`src/rtl/sw_key_input_port_pkg.sv`:
```
// Shared register map and bus types for the board-input peripheral.
// The CPU-side decoder and the output I/O block use the same offsets.
package sw_key_input_port_pkg;

  localparam int unsigned DATA_W  = 32;
  localparam int unsigned ADDR_W  = 2;
  localparam int unsigned NUM_SW  = 10;
  localparam int unsigned NUM_KEY = 4;
  localparam int unsigned NUM_IN  = NUM_SW + NUM_KEY;

  typedef enum logic [ADDR_W-1:0] {
    SW_DATA  = 2'd0,
    KEY_DATA = 2'd1,
    KEY_EDGE = 2'd2,
    KEY_MASK = 2'd3
  } reg_addr_e;

  typedef struct packed {
    logic              rd;
    logic              wr;
    reg_addr_e         addr;
    logic [DATA_W-1:0] wdata;
  } bus_req_t;

endpackage

```
`src/rtl/sw_key_input_port_debounce.sv`:
```
// One input bit: 2-FF synchronizer, optional inversion, and a stability
// counter that only accepts a new level after DEBOUNCE_CYCLES differing samples.
module input_debounce #(
  parameter int unsigned DEBOUNCE_CYCLES = 500000,
  parameter bit          INVERT          = 1'b0
) (
  input  logic clk,
  input  logic rst,
  input  logic din,
  output logic dout,
  output logic rise_c
);

  localparam int unsigned CNT_W = $clog2(DEBOUNCE_CYCLES);
  localparam logic [CNT_W-1:0] CNT_LAST = CNT_W'(DEBOUNCE_CYCLES - 1);

  logic [1:0]       sync_q, sync_d;
  logic             stable_q, stable_d;
  logic [CNT_W-1:0] cnt_q, cnt_d;
  logic             sample;

  always_ff @(posedge clk or posedge rst) begin
    if (rst) begin
      sync_q   <= '0;
      stable_q <= 1'b0;
      cnt_q    <= '0;
    end else begin
      sync_q   <= sync_d;
      stable_q <= stable_d;
      cnt_q    <= cnt_d;
    end
  end

  // Counter runs only while the synchronized bit disagrees; it tops out at CNT_LAST.
  always_comb begin
    sync_d   = {sync_q[0], din};
    sample   = sync_q[1] ^ INVERT;
    stable_d = stable_q;
    cnt_d    = '0;
    if (sample != stable_q) begin
      if (cnt_q == CNT_LAST) begin
        stable_d = sample;
      end else begin
        cnt_d = cnt_q + CNT_W'(1);
      end
    end
    rise_c = stable_d & ~stable_q;
  end

  assign dout = stable_q;

endmodule

```
`src/rtl/sw_key_input_port.sv`:
```
// Memory-mapped slide-switch / pushbutton input port: debounced levels,
// sticky press flags with write-1-to-clear, and a maskable level interrupt.
module sw_key_input_port
  import sw_key_input_port_pkg::*;
#(
  parameter int unsigned DEBOUNCE_CYCLES = 500000
) (
  input  logic        CLOCK_50,
  input  logic        Reset,
  input  logic [9:0]  SW,
  input  logic [3:0]  KEY,
  input  logic [1:0]  address,
  input  logic        read,
  input  logic        write,
  input  logic [31:0] writedata,
  output logic [31:0] readdata,
  output logic        irq
);

  logic [NUM_IN-1:0]  raw_in;
  logic [NUM_IN-1:0]  stable_in;
  logic [NUM_IN-1:0]  rise_in;
  logic [NUM_SW-1:0]  sw_stable;
  logic [NUM_KEY-1:0] key_stable;
  logic [NUM_KEY-1:0] key_rise;
  logic [NUM_KEY-1:0] key_clr;
  bus_req_t           req;
  logic               unused_bits;

  logic [NUM_KEY-1:0] key_edge_q, key_edge_d;
  logic [NUM_KEY-1:0] key_mask_q, key_mask_d;
  logic [DATA_W-1:0]  readdata_q, readdata_d;
  logic               irq_q, irq_d;

  always_comb begin
    raw_in     = {KEY, SW};
    sw_stable  = stable_in[NUM_SW-1:0];
    key_stable = stable_in[NUM_IN-1:NUM_SW];
    key_rise   = rise_in[NUM_IN-1:NUM_SW];
    req.rd     = read;
    req.wr     = write;
    req.addr   = reg_addr_e'(address);
    req.wdata  = writedata;
  end

  // KEY pins are active-low; those instances invert so internal 1 = pressed.
  for (genvar gi = 0; gi < NUM_IN; gi++) begin : g_in
    input_debounce #(
      .DEBOUNCE_CYCLES(DEBOUNCE_CYCLES),
      .INVERT         (gi >= NUM_SW)
    ) u_db (
      .clk   (CLOCK_50),
      .rst   (Reset),
      .din   (raw_in[gi]),
      .dout  (stable_in[gi]),
      .rise_c(rise_in[gi])
    );
  end

  always_ff @(posedge CLOCK_50 or posedge Reset) begin
    if (Reset) begin
      key_edge_q <= '0;
      key_mask_q <= '0;
      readdata_q <= '0;
      irq_q      <= 1'b0;
    end else begin
      key_edge_q <= key_edge_d;
      key_mask_q <= key_mask_d;
      readdata_q <= readdata_d;
      irq_q      <= irq_d;
    end
  end

  // A new press wins over a same-cycle clear; reads see pre-write register values.
  always_comb begin
    key_clr    = '0;
    key_mask_d = key_mask_q;
    readdata_d = readdata_q;
    if (req.wr && req.addr == KEY_EDGE) key_clr = req.wdata[NUM_KEY-1:0];
    if (req.wr && req.addr == KEY_MASK) key_mask_d = req.wdata[NUM_KEY-1:0];
    key_edge_d = (key_edge_q & ~key_clr) | key_rise;
    if (req.rd) begin
      case (req.addr)
        SW_DATA:  readdata_d = DATA_W'(sw_stable);
        KEY_DATA: readdata_d = DATA_W'(key_stable);
        KEY_EDGE: readdata_d = DATA_W'(key_edge_q);
        KEY_MASK: readdata_d = DATA_W'(key_mask_q);
        default:  readdata_d = '0;
      endcase
    end
    irq_d = |(key_edge_q & key_mask_q);
  end

  always_comb begin
    unused_bits = ^{rise_in[NUM_SW-1:0], req.wdata[DATA_W-1:NUM_KEY]};
  end

  assign readdata = readdata_q;
  assign irq      = irq_q;

endmodule

```
`config.mk`:
```
export PLATFORM = sky130hd
export DESIGN_NAME = sw_key_input_port
export DESIGN_NICKNAME = d
export VERILOG_FILES = /design/src/rtl/sw_key_input_port_pkg.sv /design/src/rtl/sw_key_input_port_debounce.sv /design/src/rtl/sw_key_input_port.sv
export SDC_FILE = /design/constraint.sdc
export NUM_CORES = 1
export LEC_CHECK = 0
export BUFFER_PORTS_ARGS = -buffer_cell sky130_fd_sc_hd__buf_2
export CAP_MARGIN = 20
export CORE_MARGIN = 1.5
export CORE_UTILIZATION = 46
export DETAILED_ROUTE_END_ITERATION = 16
export GPL_ROUTABILITY_DRIVEN = 0
export SKIP_LAST_GASP = 1
export SYNTH_ARGS = -nofsm -noshare
export SYNTH_HDL_FRONTEND = slang
export SYNTH_HIERARCHICAL = 1
export SYNTH_SLANG_ARGS = --single-unit
```
`constraint.sdc`:
```
create_clock -name CLOCK_50 -period 1.8 [get_ports CLOCK_50]
set_input_delay 0.36 -clock CLOCK_50 [delete_from_list [all_inputs] [get_ports CLOCK_50]]
set_output_delay 0.36 -clock CLOCK_50 [all_outputs]
set_load 0.03 [all_outputs]
```
==> metrics.txt <==
minimum clock period=1.73 ns; Critical Path RT=2.25 ns; Hold Fails Final Rpt=0; number of CTS-inserted buffers=38; GRT overflow=0; drt total wl=32.5 mm; # setup viols final=0; total track usage=17.8%; Slew headroom=64.7%; Crit Path Max Fanout=5; post-DR wirelength/cell=14.4 um; clk slew on worst S/H paths=0.06 ns; Final Max Tran Viols=0; status=completed; Via density=5.23; VDD IR-drop max=0.919 mV; Post-Route Setup TNS=0 ns; Avg Inst Size Synth=10.7 um^2; Starting Density=46.7%; total power=16300 uW; number of global-route vias before repair=11.6k; die area=0.0383 mm^2; CTS tree=yes; vias=11.8k; hold_ws=0.0710 ns; synthesized instance count=1597; port bufs=34; Max clock buf depth=3; Final Net Count=1822; layout cell share with drive strength beyond 1=21.5%; clock latency at the later pin of the worst-skew pair=0.54 ns; max_cap viols=0; Root Driver=clkbuf_16; Synth Warn #=6; HP Class=input port to flip-flop; CORE AREA=0.0366 mm^2; initial antenna violation count=4; Worst EP arrival=2.18 ns; area grow syn2layout=15.5%; CTS sink count=327; row count=70; Routed Antenna Nets=0; chip height=196 um; largest net degree at the start of global routing=23; RSZ-0062 raised after global routing=false; LEAKAGE=0.00820 uW; period utilisation layout=96.2%; crit path kind=flip-flop to flip-flop; Post-DP HPWL=23.0 mm; die width=196 um; crit start category=flip-flop; Worst setup EP type=flip-flop; residual DRC count=0; TritonRoute pass-1 iters=5; area of the mapped netlist=0.0171 mm^2; worst-margin pin slew=0.524 ns; fmax=578 MHz; first-pass GRT wire length=56.7 mm; Cell Pwr Density=828 mW/mm^2; clock skew=0.0144 ns; CTS HTree Levels=2; first-iteration detailed-routing DRC count=566; IO Count=85
-- path summary, 6_finish.rpt --
path,from,to,slack (ns),depth (start not counted)
max,g_in[11].u_db/cnt_q[0],g_in[11].u_db/cnt_q[18],0.07,6
min,writedata[1],key_mask_q[1],0.07,2
max reg2reg,g_in[11].u_db/cnt_q[0],g_in[11].u_db/cnt_q[18],0.07,6
min reg2reg,g_in[6].u_db/sync_q[0],g_in[6].u_db/sync_q[1],0.35,0
max in group asynchronous,Reset,readdata[1],0.90,4
min in group asynchronous,Reset,irq,0.45,3
-- per-stage QoR --
| step | cells | util [%] | instance area (um^2) | setup slack [ns] |
|---|---|---|---|---|
| after floorplan | 1618 | - | 17200 | 0.170 |
| after global placement | 2168 | 49.9 | 18300 | 0.105 |
| after detailed placement | 2168 | 49.9 | 18300 | 0.0517 |
| after CTS | 2250 | 53.8 | 19700 | 0.0392 |
| after global routing | 2252 | 53.9 | 19700 | 0.00139 |
| final | 2252 | 53.9 | 19700 | 0.0693 |
-- repair_timing --
item                                    in CTS  in global routing
endpoints found under the hold margin       15                  0
setup buffers                                0                  1
resized for setup                            0                 11
endpoints found under the setup margin       0                 25
hold buffers                                15                  0
-- critical path: stages, from the launching register on --
cell     delay (ns)
dfrtp_1        0.41
ha_1           0.28
and3_1         0.24
and4_4         0.20
a21o_1         0.21
buf_4          0.18
a21oi_1        0.12
-- where the power goes --
part	total, uW	switching (uW)	internal, uW
clock network	7950	2980	4970
registers	7610	127	7490
logic	781	492	289
-- metal layers --
layer | GRT usage [%] | share of wire [%]
met4 | 5.81 | 2.2
met5 | 0 | 0.10
met1 | 25.1 | 49
met2 | 27.5 | 45
met3 | 3.49 | 3.8
-- placed cells by master (no fill, tap or decap), types with 28 or more instances in the layout --
cell type    n
nand4_1     28
buf_2       34
xnor2_1    164
nor4_1      46
inv_1       81
nand2_1     78
nor2_4      28
a21oi_1     56
nand4b_1    32
xor2_1      32
dfrtp_1    327
clkbuf_16   39
nand3_1    104
buf_4       88
nor2_1     248
nor3_1      46
-- registers in the layout (all words and copies together), names as in the netlist --
register and cells:
irq 1, key_mask_q 4, g_in.u_db/sync_q 28, g_in.u_db/cnt_q 266, key_edge_q 4, g_in.u_db/dout 14
readdata 10
-- cell type report --
| class | instances | area [um^2] |
|---|---|---|
| diodes | 1 | 2.50 |
| clock buffers | 53 | 1100 |
| clock inverters | 14 | 204 |
| fillers | 3237 | 16900 |
| inverters | 81 | 304 |
| multi-input cells | 1165 | 8270 |
| flip-flops and latches | 327 | 8180 |
| well taps | 468 | 586 |
| repair buffers | 143 | 1100 |
No activity file was read; power rests on OpenSTA's default activity.
